<file path="config.mk">
export PLATFORM = sky130hd
export DESIGN_NAME = rr_fifo_arbiter
export DESIGN_NICKNAME = d
export VERILOG_FILES = /design/src/rtl/rr_fifo_arbiter_pkg.sv /design/src/rtl/rr_chan_fifo.sv /design/src/rtl/rr_fifo_arbiter.sv
export SDC_FILE = /design/constraint.sdc
export NUM_CORES = 1
export LEC_CHECK = 0
export ABC_AREA = 1
export BUFFER_PORTS_ARGS = -buffer_cell sky130_fd_sc_hd__buf_4
export CORE_ASPECT_RATIO = 1.4
export CORE_MARGIN = 5
export CORE_UTILIZATION = 37
export CTS_BUF_LIST = sky130_fd_sc_hd__clkbuf_2
export DETAILED_ROUTE_END_ITERATION = 7
export HOLD_SLACK_MARGIN = 0.1
export SLEW_MARGIN = 15
export SYNTH_ARGS = -nofsm -noshare
export SYNTH_HDL_FRONTEND = slang
export SYNTH_SLANG_ARGS = --single-unit
</file>
<file path="constraint.sdc">
create_clock -name clk -period 4.09 [get_ports clk]
set_input_delay 0.6135 -clock clk [delete_from_list [all_inputs] [get_ports clk]]
set_output_delay 0.6135 -clock clk [all_outputs]
set_load 0.02 [all_outputs]
</file>
<file path="src/rtl/rr_fifo_arbiter_pkg.sv">
`default_nettype none
// ----------------------------------------------------------------------------
// rr_fifo_arbiter_pkg : shared helpers for the round-robin FIFO arbiter
// Rev 1.0
// ----------------------------------------------------------------------------
package rr_fifo_arbiter_pkg;

   // Ceiling log2 usable in constant expressions; clog2(1) = 0.
   function automatic int clog2(input int n);
      int r;
      r = 0;
      for (int i = 0; i < 31; i++) begin
         if ((1 << i) < n) r = i + 1;
      end
      return r;
   endfunction

endpackage
`default_nettype wire

</file>
<file path="src/rtl/rr_chan_fifo.sv">
`default_nettype none
// ----------------------------------------------------------------------------
// rr_chan_fifo : per-channel write FIFO with a combinational head output
// Rev 1.0
// ----------------------------------------------------------------------------
module rr_chan_fifo
   import rr_fifo_arbiter_pkg::*;
#(
   parameter int DATA_W = 8,
   parameter int DEPTH  = 8,
   localparam int ADDR_W = clog2(DEPTH),
   localparam int CNT_W  = clog2(DEPTH) + 1
) (
   input  logic              clk,
   input  logic              rst,
   input  logic              push,
   input  logic              pop,
   input  logic [DATA_W-1:0] din,
   output logic [DATA_W-1:0] dout,
   output logic              empty,
   output logic              full
);

   logic [DATA_W-1:0] mem_q [DEPTH];
   logic [ADDR_W-1:0] wr_ptr_q, wr_ptr_d;
   logic [ADDR_W-1:0] rd_ptr_q, rd_ptr_d;
   logic [CNT_W-1:0]  count_q, count_d;
   logic              full_q, full_d;
   logic              do_push, do_pop;

   // Drop uses the full flag from the start of the cycle, so a same-cycle pop
   // never makes room for a write.
   assign do_push = push && !full_q;
   assign do_pop  = pop && (count_q != '0);

   always_comb begin
      wr_ptr_d = wr_ptr_q + ADDR_W'(do_push);
      rd_ptr_d = rd_ptr_q + ADDR_W'(do_pop);
      count_d  = count_q + CNT_W'(do_push) - CNT_W'(do_pop);
      full_d   = (count_d == CNT_W'(DEPTH));
   end

   always_ff @(posedge clk) begin
      if (rst) begin
         wr_ptr_q <= '0;
         rd_ptr_q <= '0;
         count_q  <= '0;
         full_q   <= 1'b0;
      end else begin
         wr_ptr_q <= wr_ptr_d;
         rd_ptr_q <= rd_ptr_d;
         count_q  <= count_d;
         full_q   <= full_d;
      end
   end

   always_ff @(posedge clk) begin
      if (do_push) mem_q[wr_ptr_q] <= din;
   end

   assign dout  = mem_q[rd_ptr_q];
   assign empty = (count_q == '0);
   assign full  = full_q;

endmodule
`default_nettype wire

</file>
<file path="src/rtl/rr_fifo_arbiter.sv">
`default_nettype none
// ----------------------------------------------------------------------------
// rr_fifo_arbiter : per-channel FIFOs drained by a work-conserving round-robin
//                   scheduler into one registered valid/ready output
// Rev 1.0
// ----------------------------------------------------------------------------
module rr_fifo_arbiter
   import rr_fifo_arbiter_pkg::*;
#(
   parameter int CH     = 4,
   parameter int DATA_W = 8,
   parameter int DEPTH  = 8,
   localparam int PTR_W = clog2(CH)
) (
   input  logic                 clk,
   input  logic                 rst,
   input  logic [CH-1:0]        wen,
   input  logic [CH*DATA_W-1:0] din,
   output logic [CH-1:0]        full,
   input  logic                 ready,
   output logic [DATA_W-1:0]    dout,
   output logic                 valid,
   output logic [PTR_W-1:0]     grant_id
);

   logic [CH-1:0]     empty;
   logic [CH-1:0]     pop;
   logic [DATA_W-1:0] head [CH];

   for (genvar i = 0; i < CH; i++) begin : g_chan
      rr_chan_fifo #(
         .DATA_W (DATA_W),
         .DEPTH  (DEPTH)
      ) u_fifo (
         .clk   (clk),
         .rst   (rst),
         .push  (wen[i]),
         .pop   (pop[i]),
         .din   (din[i*DATA_W +: DATA_W]),
         .dout  (head[i]),
         .empty (empty[i]),
         .full  (full[i])
      );
   end

   logic              valid_q, valid_d;
   logic [DATA_W-1:0] dout_q, dout_d;
   logic [PTR_W-1:0]  gid_q, gid_d;
   logic [PTR_W-1:0]  ptr_q, ptr_d;
   logic              load, found;
   logic [PTR_W-1:0]  winner, cand;
   int                idx;

   // First non-empty channel at or after ptr, wrapping modulo CH.
   always_comb begin
      found  = 1'b0;
      winner = '0;
      idx    = 0;
      cand   = '0;
      for (int k = 0; k < CH; k++) begin
         idx = int'(ptr_q) + k;
         if (idx >= CH) idx = idx - CH;
         cand = PTR_W'(idx);
         if (!found && !empty[cand]) begin
            found  = 1'b1;
            winner = cand;
         end
      end
   end

   always_comb begin
      load    = !valid_q || ready;
      pop     = '0;
      valid_d = valid_q;
      dout_d  = dout_q;
      gid_d   = gid_q;
      ptr_d   = ptr_q;
      if (load) begin
         if (found) begin
            pop[winner] = 1'b1;
            dout_d      = head[winner];
            gid_d       = winner;
            valid_d     = 1'b1;
            ptr_d       = (winner == PTR_W'(CH - 1)) ? '0 : winner + PTR_W'(1);
         end else begin
            valid_d = 1'b0;
         end
      end
   end

   always_ff @(posedge clk) begin
      if (rst) begin
         valid_q <= 1'b0;
         dout_q  <= '0;
         gid_q   <= '0;
         ptr_q   <= '0;
      end else begin
         valid_q <= valid_d;
         dout_q  <= dout_d;
         gid_q   <= gid_d;
         ptr_q   <= ptr_d;
      end
   end

   assign valid    = valid_q;
   assign dout     = dout_q;
   assign grant_id = gid_q;

endmodule
`default_nettype wire

</file>
==> results of run 1 <==
[tightest hold or removal path, delay by kind of cell]
kind	cells	cell delay (ns)
and+or+nand+nor	2	0.11
buffers and inverters	3	0.20
adders and majority gates	1	0.28
[worst max path at each step]
stage | from | cells past startpoint | end
global route | g_chan[2].u_fifo.count_q[2] | 21 | g_chan[3].u_fifo.full
detailed placement | ptr_q[0] | 20 | g_chan[1].u_fifo.full
finish | g_chan[2].u_fifo.count_q[2] | 21 | g_chan[1].u_fifo.full
floorplan | g_chan[3].u_fifo.count_q[2] | 20 | g_chan[1].u_fifo.full
CTS | ptr_q[0] | 20 | g_chan[1].u_fifo.full
global placement | ptr_q[0] | 19 | g_chan[1].u_fifo.full
[layout make-up]
cell class / count / area (µm²)
diodes: 1 / 2.50
clock buffers: 109 / 546
flip-flops and latches: 313 / 8830
repair buffers: 94 / 793
clock inverters: 28 / 171
inverters: 135 / 512
well taps: 467 / 584
multi-input cells: 799 / 4020
fillers: 3527 / 21100
[synthesized netlist by cell type (all sizes together)]
| master | count |
|---|---|
| a21boi | 1 |
| a21oi | 31 |
| a221oi | 4 |
| buf | 15 |
| clkbuf | 46 |
| dfxtp | 57 |
| edfxtp | 256 |
| fa | 4 |
| ha | 40 |
| inv | 135 |
| nand2 | 357 |
| nand3 | 196 |
| nor2 | 108 |
| nor3 | 4 |
| o211a | 1 |
| o211ai | 16 |
| o21ai | 19 |
| xnor2 | 16 |
| xor2 | 2 |
[timing repair]
action,CTS,global route
gates resized for setup,0,1
hold buffers,35,0
endpoints found under the setup margin,0,1
endpoints found under the hold margin,298,0
[layer usage]
layer	up-vias	global-route usage, %
met3	60	2.89
met2	230	26.3
met5	-	0
met1	4400	18.4
met4	0	7.17
li1	4631	-
[cell families (layout without fill, tap and decap cells)]
group | Yosys count | count (layout)
AOI/OAI and AO/OA | 72 | 72
xor gates and xnor gates | 18 | 18
DFF | 313 | 313
other | 0 | 1
and+or+nand+nor | 665 | 665
buffers and inverters | 196 | 366
adders and majority gates | 44 | 44
[sequential cells by signal, indices dropped and copies added, names as in the netlist]
signal / cells
g_chan.u_fifo.mem_q: 256
g_chan.u_fifo.count_q: 16
g_chan.u_fifo.rd_ptr_q: 12
g_chan.u_fifo.wr_ptr_q: 12
dout: 8
g_chan.u_fifo.full: 4
grant_id: 2
ptr_q: 2
valid: 1
[where the power goes]
| group | switching [mW] | internal, mW |
|---|---|---|
| Combinational | 2.18 | 1.15 |
| Sequential | 0.164 | 3.71 |
| Clock | 1.26 | 0.849 |
| Total | 3.60 | 5.71 |
[cells in the final DEF (no fill, tap or decap), drive strengths merged, types with 4 or more instances in the layout]
| cell type | n |
|---|---|
| o211ai | 16 |
| nor2 | 108 |
| fa | 4 |
| ha | 40 |
| xnor2 | 16 |
| clkinv | 22 |
| nand3 | 196 |
| inv | 138 |
| a21oi | 31 |
| clkbuf | 109 |
| nand2 | 357 |
| buf | 59 |
| dlygate4sd3 | 35 |
| dfxtp | 57 |
| edfxtp | 256 |
| o21ai | 19 |
| a221oi | 4 |
| nor3 | 4 |
[metrics by stage]
stage,setup WS [ns],power [mW],area [µm²],cells,util [%]
after floorplan,1.08,6.43,13700,1308,-
after global placement,0.507,7.19,14400,1773,39.4
after detailed placement,0.388,7.27,14400,1773,39.4
after CTS,0.298,9.44,15500,1945,42.3
after global routing,0.0840,10.1,15500,1946,42.3
final,0.415,9.31,15500,1946,42.3
==> results.tsv, run 1 <==
stage	metric	value	unit
min_path	hold_path_end	g_chan[1].u_fifo.wr_ptr_q[0]	
timing	rsz0062_at_grt	no	
clock_network	numCtsBuffers	76	
logic_synthesis	synth-seq-cells	313	
logic_synthesis	yosys.area_share.xor_xnor	1.21	%
timing	timing.hold.ws	0.311	ns
logic_synthesis	seq_area_frac_synth	64.7	%
min_path	hp-class	in2reg	
detailed_routing	routedWlPerCell	15.8	µm
logic_synthesis	synth_top_family_by_area	simple AND/OR/NAND/NOR gates	
timing	max_freq	0.272	GHz
pwr	cellPowerDensity	602	nW/µm²
grt	grt_max_degree	55	
clock_network	postCtsSetupBuffers	0	
floorplan	die-area	40900	µm²
timing	timing.slew.headroom	30.3	%
logic_synthesis	syn-instance-count	1308	
timing	finalMaxSlewViolations	0	
clock_network	clk_latency	0.96	ns
setup_path	crit_type	reg2reg	
setup_path	cpPeakStageDelay	0.37	ns
timing	finClkSkew	0.0883	ns
flow_run	max_cap_viol_count	0	
logic_synthesis	synth_adder_area_share	4.25	%
timing	worst_pin_slew	1.04	ns
setup_path	reg2reg_to	g_chan[1].u_fifo.full	
status	status	completed	
clock_network	root_buffer	clkbuf_2	
grt	grt_pass1_vias	9348	
setup_path	cp-start-kind	flip-flop	
detailed_routing	drt-pass1-iter-count	6	
floorplan	core	36600	µm²
pwr	vdd_drop_max	0.280	mV
detailed_routing	viasPerCell	4.79	
timing	setup_violations	0	
min_path	min-delay-start	wen[1]	
logic_synthesis	synth.avg_cell_area	10.4	µm²
setup_path	cp_max_fo	20	
finish	drive_gt1_share	13.8	%
logic_synthesis	synth_top_area_share	56.3	%
grt	antenna_found_initial	1	
detailed_routing	drc	0	
floorplan	die_y	237	µm
setup_path	critPathSlowestCell	fa_1	
grt	grt_overflow	0	
min_path	hold_depth	6	
floorplan	die_w	172	µm
place	hpwl	19600	µm
setup_path	crit_family	simple AND/OR/NAND/NOR gates	
setup_path	required	4.93	ns
logic_synthesis	ys_top_cells_by_area	edfxtp_1, nand2_1, dfxtp_1	
detailed_routing	top_layer_used	met4	
pwr	p_leak	6.28	nW
setup_path	ff2ff_setup_slack	0.42	ns
timing	hold_viol	0	
timing	tns	0	ns
logic_synthesis	yosys.area_share.simple	20.7	%
clock_network	cts.reportedPaths.clkPinSlew	0.12	ns
finish	fin_nets	1502	
detailed_routing	wl	30800	µm
floorplan	start_util	37.3	%
timing	period_needed	3.67	ns
setup_path	rr_startpoint	g_chan[2].u_fifo.count_q[2]	
floorplan	num_io_pins	54	
timing	fin_crit_sh	89.8	%
finish	syn_to_final_growth	13.3	%
detailed_routing	wl_met2	15600	µm
logic_synthesis	synth_mux_area_share	0	%
clock_network	clockBufferDepth	3	
clock_network	cts.sinks	313	
logic_synthesis	synth_compound_area_share	3.35	%
place	gp_congestion	0.765	
detailed_routing	antenna_left	0	
clock_network	cts_tree	done	
setup_path	cp_num_buf_inv	5	
logic_synthesis	yosysTopAreaCell	edfxtp_1	
floorplan	num_rows	83	
detailed_routing	met1_length	12800	µm
setup_path	r2r_cells	21	
grt	grt_pass1_wl	48900	µm
detailed_routing	vias	9321	
logic_synthesis	synthesis.area	13700	µm²
place	io_buffers	53	
logic_synthesis	synth.distinct_cells	33	
setup_path	crit_top_cell	inv_1	
setup_path	worst_setup_path_end_kind	flip-flop	
logic_synthesis	synthesis.nets	1391	
clock_network	cts_max_level	3	
detailed_routing	drtIter0Drc	544	
detailed_routing	met3_length	1370	µm
setup_path	cp.arrival	4.51	ns
grt	grt.total_usage	15.3	%
logic_synthesis	yosysWarnings	0	
setup_path	cp_cell_sequence	inv_1 > ha_1 > nand3_1 > nand2_1 > nor2_1 > nor2_2 > nand3_4 > nand3_4 > inv_1 > ha_1 > nand2_1 > a21oi_1 > ha_1 > inv_1 > ha_1 > inv_1 > fa_1 > xnor2_1 > inv_1 > nand3_1 > nor3_1	
(Power assumes the default switching activity.)
==> run 2, diff against run 1 <==
==> constraint.sdc (replaced) <==
create_clock -name clk -period 4.2 [get_ports clk]
set_input_delay 0.63 -clock clk [delete_from_list [all_inputs] [get_ports clk]]
set_output_delay 0.63 -clock clk [all_outputs]
set_load 0.02 [all_outputs]
==> results.tsv, run 2 (synthesis gave the netlist of run 1 again) <==
stage	metric	value	unit
setup_path	cp_cell_sequence	nand3_1 > nand3_1 > nand2_2 > nor2_4 > nand3_4 > nand3_4 > inv_1 > ha_1 > nand2_1 > a21oi_1 > ha_1 > inv_1 > ha_1 > inv_1 > fa_1 > xnor2_1 > inv_1 > nand3_1 > nor3_1	
finish	regMostFlops	g_chan.u_fifo.mem_q	
finish	largest_reg_flops	256	
clock_network	cts_max_level	3	
grt	grt.total_usage	15.0	%
clock_network	numCtsBuffers	73	
setup_path	ff2ff_setup_slack	0.49	ns
setup_path	cpPeakStageDelay	0.65	ns
setup_path	crit_top_cell	inv_1	
setup_path	cp-start-kind	flip-flop	
detailed_routing	drc	0	
timing	timing.slew.headroom	29.8	%
detailed_routing	vias	9209	
min_path	min-delay-start	wen[1]	
setup_path	crit_type	reg2reg	
place	post-place-ws	0.476	ns
finish	drive_gt1_share	13.6	%
floorplan	num_io_pins	54	
finish	instances_no_fill	1939	
clock_network	root_buffer	clkbuf_2	
clock_network	clk_latency	0.95	ns
detailed_routing	drt-pass1-iter-count	5	
finish	syn_to_final_growth	13.1	%
min_path	hp-class	in2reg	
detailed_routing	viasPerCell	4.75	
pwr	cellPowerDensity	586	nW/µm²
clock_network	cts.reportedPaths.clkPinSlew	0.13	ns
finish	fin_nets	1499	
min_path	hold_depth	6	
timing	finalMaxSlewViolations	0	
grt	use_met1	18.2	%
timing	hold_viol	0	
setup_path	critPathSlowestCell	dfxtp_1	
finish	top_regs	g_chan.u_fifo.mem_q x256, g_chan.u_fifo.count_q x16	
timing	timing.hold.ws	0.324	ns
setup_path	rr_startpoint	ptr_q[0]	
finish	nFillCells	3541	
floorplan	core	36600	µm²
clock_network	cts_tree	done	
detailed_routing	wl	30100	µm
timing	finClkSkew	0.101	ns
floorplan	num_rows	83	
clock_network	cts_resized	0	
setup_path	worst_setup_path_end_kind	flip-flop	
place	hpwl	19300	µm
grt	busiest_layer	met2	
pwr	vdd_drop_max	0.250	mV
timing	fin_crit_sh	88.2	%
finish	multi_input_area	4020	µm²
status	status	completed	
finish	regArea	8830	µm²
clock_network	cts.sinks	313	
floorplan	die-area	40900	µm²
grt	met3_usage	2.71	%
place	gp_congestion	0.768	
min_path	hold_path_end	g_chan[1].u_fifo.count_q[0]	
grt	grt_pass1_vias	9312	
timing	worst_pin_slew	1.05	ns
detailed_routing	antenna_left	0	
place	place_area	14400	µm²
setup_path	cp.arrival	4.54	ns
setup_path	r2r_cells	19	
setup_path	reg2reg_to	g_chan[1].u_fifo.full	
grt	gr-usage-met2	26.0	%
grt	antenna_found_initial	1	
detailed_routing	routedWlPerCell	15.5	µm
flow_run	max_cap_viol_count	0	
grt	grt_overflow	0	
timing	period_needed	3.71	ns
setup_path	required	5.03	ns
floorplan	start_util	37.3	%
timing	tns	0	ns
timing	rsz0062_at_grt	no	
timing	setup_violations	0	
timing	max_freq	0.270	GHz
place	dp.cells	1774	
floorplan	die_y	237	µm
place	io_buffers	53	
setup_path	cp_max_fo	20	
grt	grt_pass1_wl	48500	µm
grt	grt_max_degree	55	
timing	setup_ws	0.494	ns
floorplan	die_w	172	µm
pwr	p_leak	6.27	nW
finish	layout_commonest_cell	nand2_1	
finish	design_area	15400	µm²
detailed_routing	drtIter0Drc	536	
finish	mostFrequentLayoutCells	nand2_1, edfxtp_1, nand3_1	
clock_network	clockBufferDepth	3	
==> run 2: report_power, final <==
group	switching (mW)	internal (mW)	total, mW
logic	2.12	1.12	3.24
clock network	1.17	0.876	2.04
registers	0.147	3.61	3.76
total	3.44	5.61	9.05
==> run 2: worst max-delay path by stage <==
stage / startpoint / end / slack, ns
6_report: ptr_q[0] / g_chan[1].u_fifo.full / 0.49
5_1_grt: ptr_q[0] / g_chan[1].u_fifo.full / 0.05
4_1_cts: ptr_q[0] / g_chan[1].u_fifo.full / 0.48
3_5_place_dp: ptr_q[0] / g_chan[1].u_fifo.full / 0.48
3_3_place_gp: ptr_q[0] / g_chan[1].u_fifo.full / 0.62
2_1_floorplan: g_chan[3].u_fifo.count_q[2] / g_chan[1].u_fifo.full / 1.19
==> run 2: worst max-delay path, delay by kind of cell (launching register included) <==
family	cells	cell delay (ns)
and+or+nand+nor	9	1.42
adders and majority gates	4	1.02
DFF	1	0.65
buffers and inverters	4	0.34
xor gates and xnor gates	1	0.14
AOI/OAI and AO/OA	1	0.08
==> run 2: timing repair <==
action / in CTS / in global routing
hold endpoints to repair: 273 / 0
hold buffers: 34 / 0
buffers inserted: 0 / 0
==> run 2: cell type report <==
cell class | count | area share (%)
diodes | 1 | 0.0162
clock buffers | 110 | 3.56
clock inverters | 20 | 0.997
inverters | 135 | 3.31
multi-input cells | 799 | 26.0
flip-flops and latches | 313 | 57.2
well taps | 467 | 3.78
repair buffers | 94 | 5.12
==> run 2: stage by stage <==
step	power, mW	utilization (%)
after floorplan	6.26	-
after CTS	9.18	42.2
after global routing	9.81	42.2
after global placement	7.00	39.4
final	9.05	42.2
after detailed placement	7.08	39.4
==> run 2: metal layers <==
metal / share of wire [%] / up-vias
li1: - / 4625
met1: 42 / 4325
met2: 52 / 222
met3: 4.2 / 37
met4: 2.3 / 0
met5: 0 / -
==> run 3, diff against run 2 <==
==> constraint.sdc (replaced) <==
create_clock -name clk -period 3.1 [get_ports clk]
set_input_delay 0.465 -clock clk [delete_from_list [all_inputs] [get_ports clk]]
set_output_delay 0.465 -clock clk [all_outputs]
set_load 0.02 [all_outputs]
==> results.tsv, run 3 (synthesis gave the netlist of run 1 again) <==
stage	metric	value	unit
detailed_routing	vias	9511	
detailed_routing	drt-pass1-iter-count	5	
setup_path	cp_num_buf_inv	6	
detailed_routing	drtIter0Drc	563	
detailed_routing	viasPerCell	4.73	
finish	top_regs	g_chan.u_fifo.mem_q x256, g_chan.u_fifo.count_q x16	
floorplan	die_y	237	µm
finish	design_area	16300	µm²
setup_path	crit_type	reg2reg	
timing	rsz0062_at_grt	yes	
setup_path	required	3.94	ns
pwr	seq_power_share	38.1	%
place	place_area	14900	µm²
grt	grt_pass1_wl	48600	µm
finish	mostFrequentLayoutCells	nand2_1, edfxtp_1, nand3_1	
clock_network	root_buffer	clkbuf_2	
status	violations	setup timing	
flow_run	max_cap_viol_count	0	
clock_network	cts.sinks	313	
grt	grt_overflow	0	
place	gp_congestion	0.812	
setup_path	critPathSlowestCell	dfxtp_2	
finish	fin_nets	1572	
setup_path	crit_family	adder cells	
floorplan	num_rows	83	
timing	finClkSkew	0.0673	ns
setup_path	r2r_cells	22	
place	post-place-ws	-0.101	ns
timing	finalMaxSlewViolations	0	
grt	gr-usage-met2	26.5	%
grt	grt.total_usage	15.1	%
pwr	cellPowerDensity	813	nW/µm²
grt	grt_pass1_vias	9464	
clock_network	cts.reportedPaths.clkPinSlew	0.12	ns
pwr	finalPower	13.3	mW
finish	largest_reg_flops	256	
min_path	hold_depth	6	
grt	antenna_found_initial	2	
detailed_routing	antenna_left	0	
pwr	p_leak	6.69	nW
timing	timing.slew.headroom	31.4	%
timing	worst_pin_slew	1.03	ns
clock_network	cts_max_level	3	
pwr	p_clk_share	20.0	%
detailed_routing	wl	30600	µm
clock_network	cts_tree	done	
finish	drive_gt1_share	21.4	%
floorplan	die-area	40900	µm²
pwr	p_sw	5.10	mW
pwr	switching_share	38.4	%
timing	setup_violations	1	
status	status	complete, but fails checks	
setup_path	cp_cell_sequence	buf_12 > buf_8 > xnor2_4 > nand2_2 > nand2_4 > nand2_4 > nand2_2 > nand2_2 > nand3_4 > inv_4 > ha_1 > nand2_1 > a21oi_2 > ha_1 > inv_1 > ha_1 > inv_1 > fa_2 > xnor2_2 > inv_1 > nand3_1 > nor3_2	
floorplan	num_io_pins	54	
finish	utilization	44.7	%
floorplan	core	36600	µm²
place	hpwl	19700	µm
floorplan	start_util	37.3	%
pwr	p_int	8.18	mW
grt	busiest_layer	met2	
setup_path	cpPeakStageDelay	0.35	ns
clock_network	clk_latency	0.94	ns
grt	grt_max_degree	55	
setup_path	cp-start-kind	flip-flop	
pwr	vdd_drop_max	0.370	mV
detailed_routing	drc	0	
setup_path	cp.arrival	3.98	ns
timing	hold_viol	0	
setup_path	cp_max_fo	6	
min_path	hp-class	in2reg	
finish	regMostFlops	g_chan.u_fifo.mem_q	
clock_network	clockBufferDepth	3	
floorplan	die_w	172	µm
place	io_buffers	53	
grt	met3_usage	3.29	%
finish	syn_to_final_growth	19.7	%
grt	use_met1	18.1	%
timing	setup_ws	-0.0444	ns
setup_path	crit_cells	22	
finish	nFillCells	3430	
pwr	power_frac_comb	41.9	%
detailed_routing	routedWlPerCell	15.2	µm
timing	max_freq	0.318	GHz
finish	layout_commonest_cell	nand2_1	
timing	fin_crit_sh	101	%
clock_network	numCtsBuffers	74	
setup_path	worst_setup_path_end_kind	flip-flop	
timing	period_needed	3.14	ns
==> run 3: path summary, 6_finish.rpt <==
kind	from	to	slack, ns
max	ptr_q[0]	g_chan[1].u_fifo.full	-0.04
min	wen[3]	g_chan[3].u_fifo.count_q[0]	0.22
max reg2reg	ptr_q[0]	g_chan[1].u_fifo.full	-0.04
min reg2reg	grant_id[0]	grant_id[0]	0.53
==> run 3: area by class of cell <==
type	instances	area (µm²)	share of cell area, %
Antenna cell	4	10.0	0.0613
Inverter	135	522	3.19
Clock buffer	108	541	3.31
Clock inverter	19	128	0.781
Timing Repair Buffer	166	1360	8.30
Sequential cell	313	8830	54.1
Multi-Input combinational cell	799	4360	26.7
Tap cell	467	584	3.58
==> run 3: worst reg2reg max path, cell delays in order, from the launching register on <==
cell	delay (ns)
dfxtp_2	0.35
buf_12	0.14
buf_8	0.14
xnor2_4	0.19
nand2_2	0.08
nand2_4	0.11
nand2_4	0.08
nand2_2	0.09
nand2_2	0.07
nand3_4	0.12
inv_4	0.05
ha_1	0.18
nand2_1	0.09
a21oi_2	0.05
ha_1	0.27
inv_1	0.06
ha_1	0.17
inv_1	0.06
fa_2	0.35
xnor2_2	0.14
inv_1	0.07
nand3_1	0.07
nor3_2	0.12
==> run 3: per-stage QoR <==
stage	setup TNS, ns	hold slack, ns	instances
floorplan	0	0.518	1308
global placement	0	0.518	1837
detailed placement	-0.315	0.521	1837
CTS	-0.0183	0.115	2000
global route	-1.39	0.184	2010
finish	-0.0444	0.219	2011
==> run 3: power groups by stage <==
stage | Clock [mW] | Sequential [mW] | Combinational, mW
3_5_place_dp | 0 | 5.14 | 4.83
2_1_floorplan | 0 | 5.17 | 3.31
5_1_grt | 2.99 | 5.09 | 6.27
3_3_place_gp | 0 | 5.13 | 4.74
4_1_cts | 2.76 | 5.05 | 5.05
6_report | 2.66 | 5.06 | 5.57
==> run 3: timing repair <==
item | 4_1_cts | 5_1_grt
pin swaps | 12 | 20
setup endpoints to repair | 7 | 15
hold buffers | 36 | 0
endpoints found under the hold margin | 311 | 0
buffers inserted | 0 | 7
gates resized for setup | 29 | 59
==> run 3: layer usage <==
| metal | vias to the layer above | share of wire (%) |
|---|---|---|
| met5 | - | 0 |
| met4 | 0 | 2.3 |
| li1 | 4786 | - |
| met3 | 46 | 3.8 |
| met1 | 4487 | 41 |
| met2 | 192 | 53 |
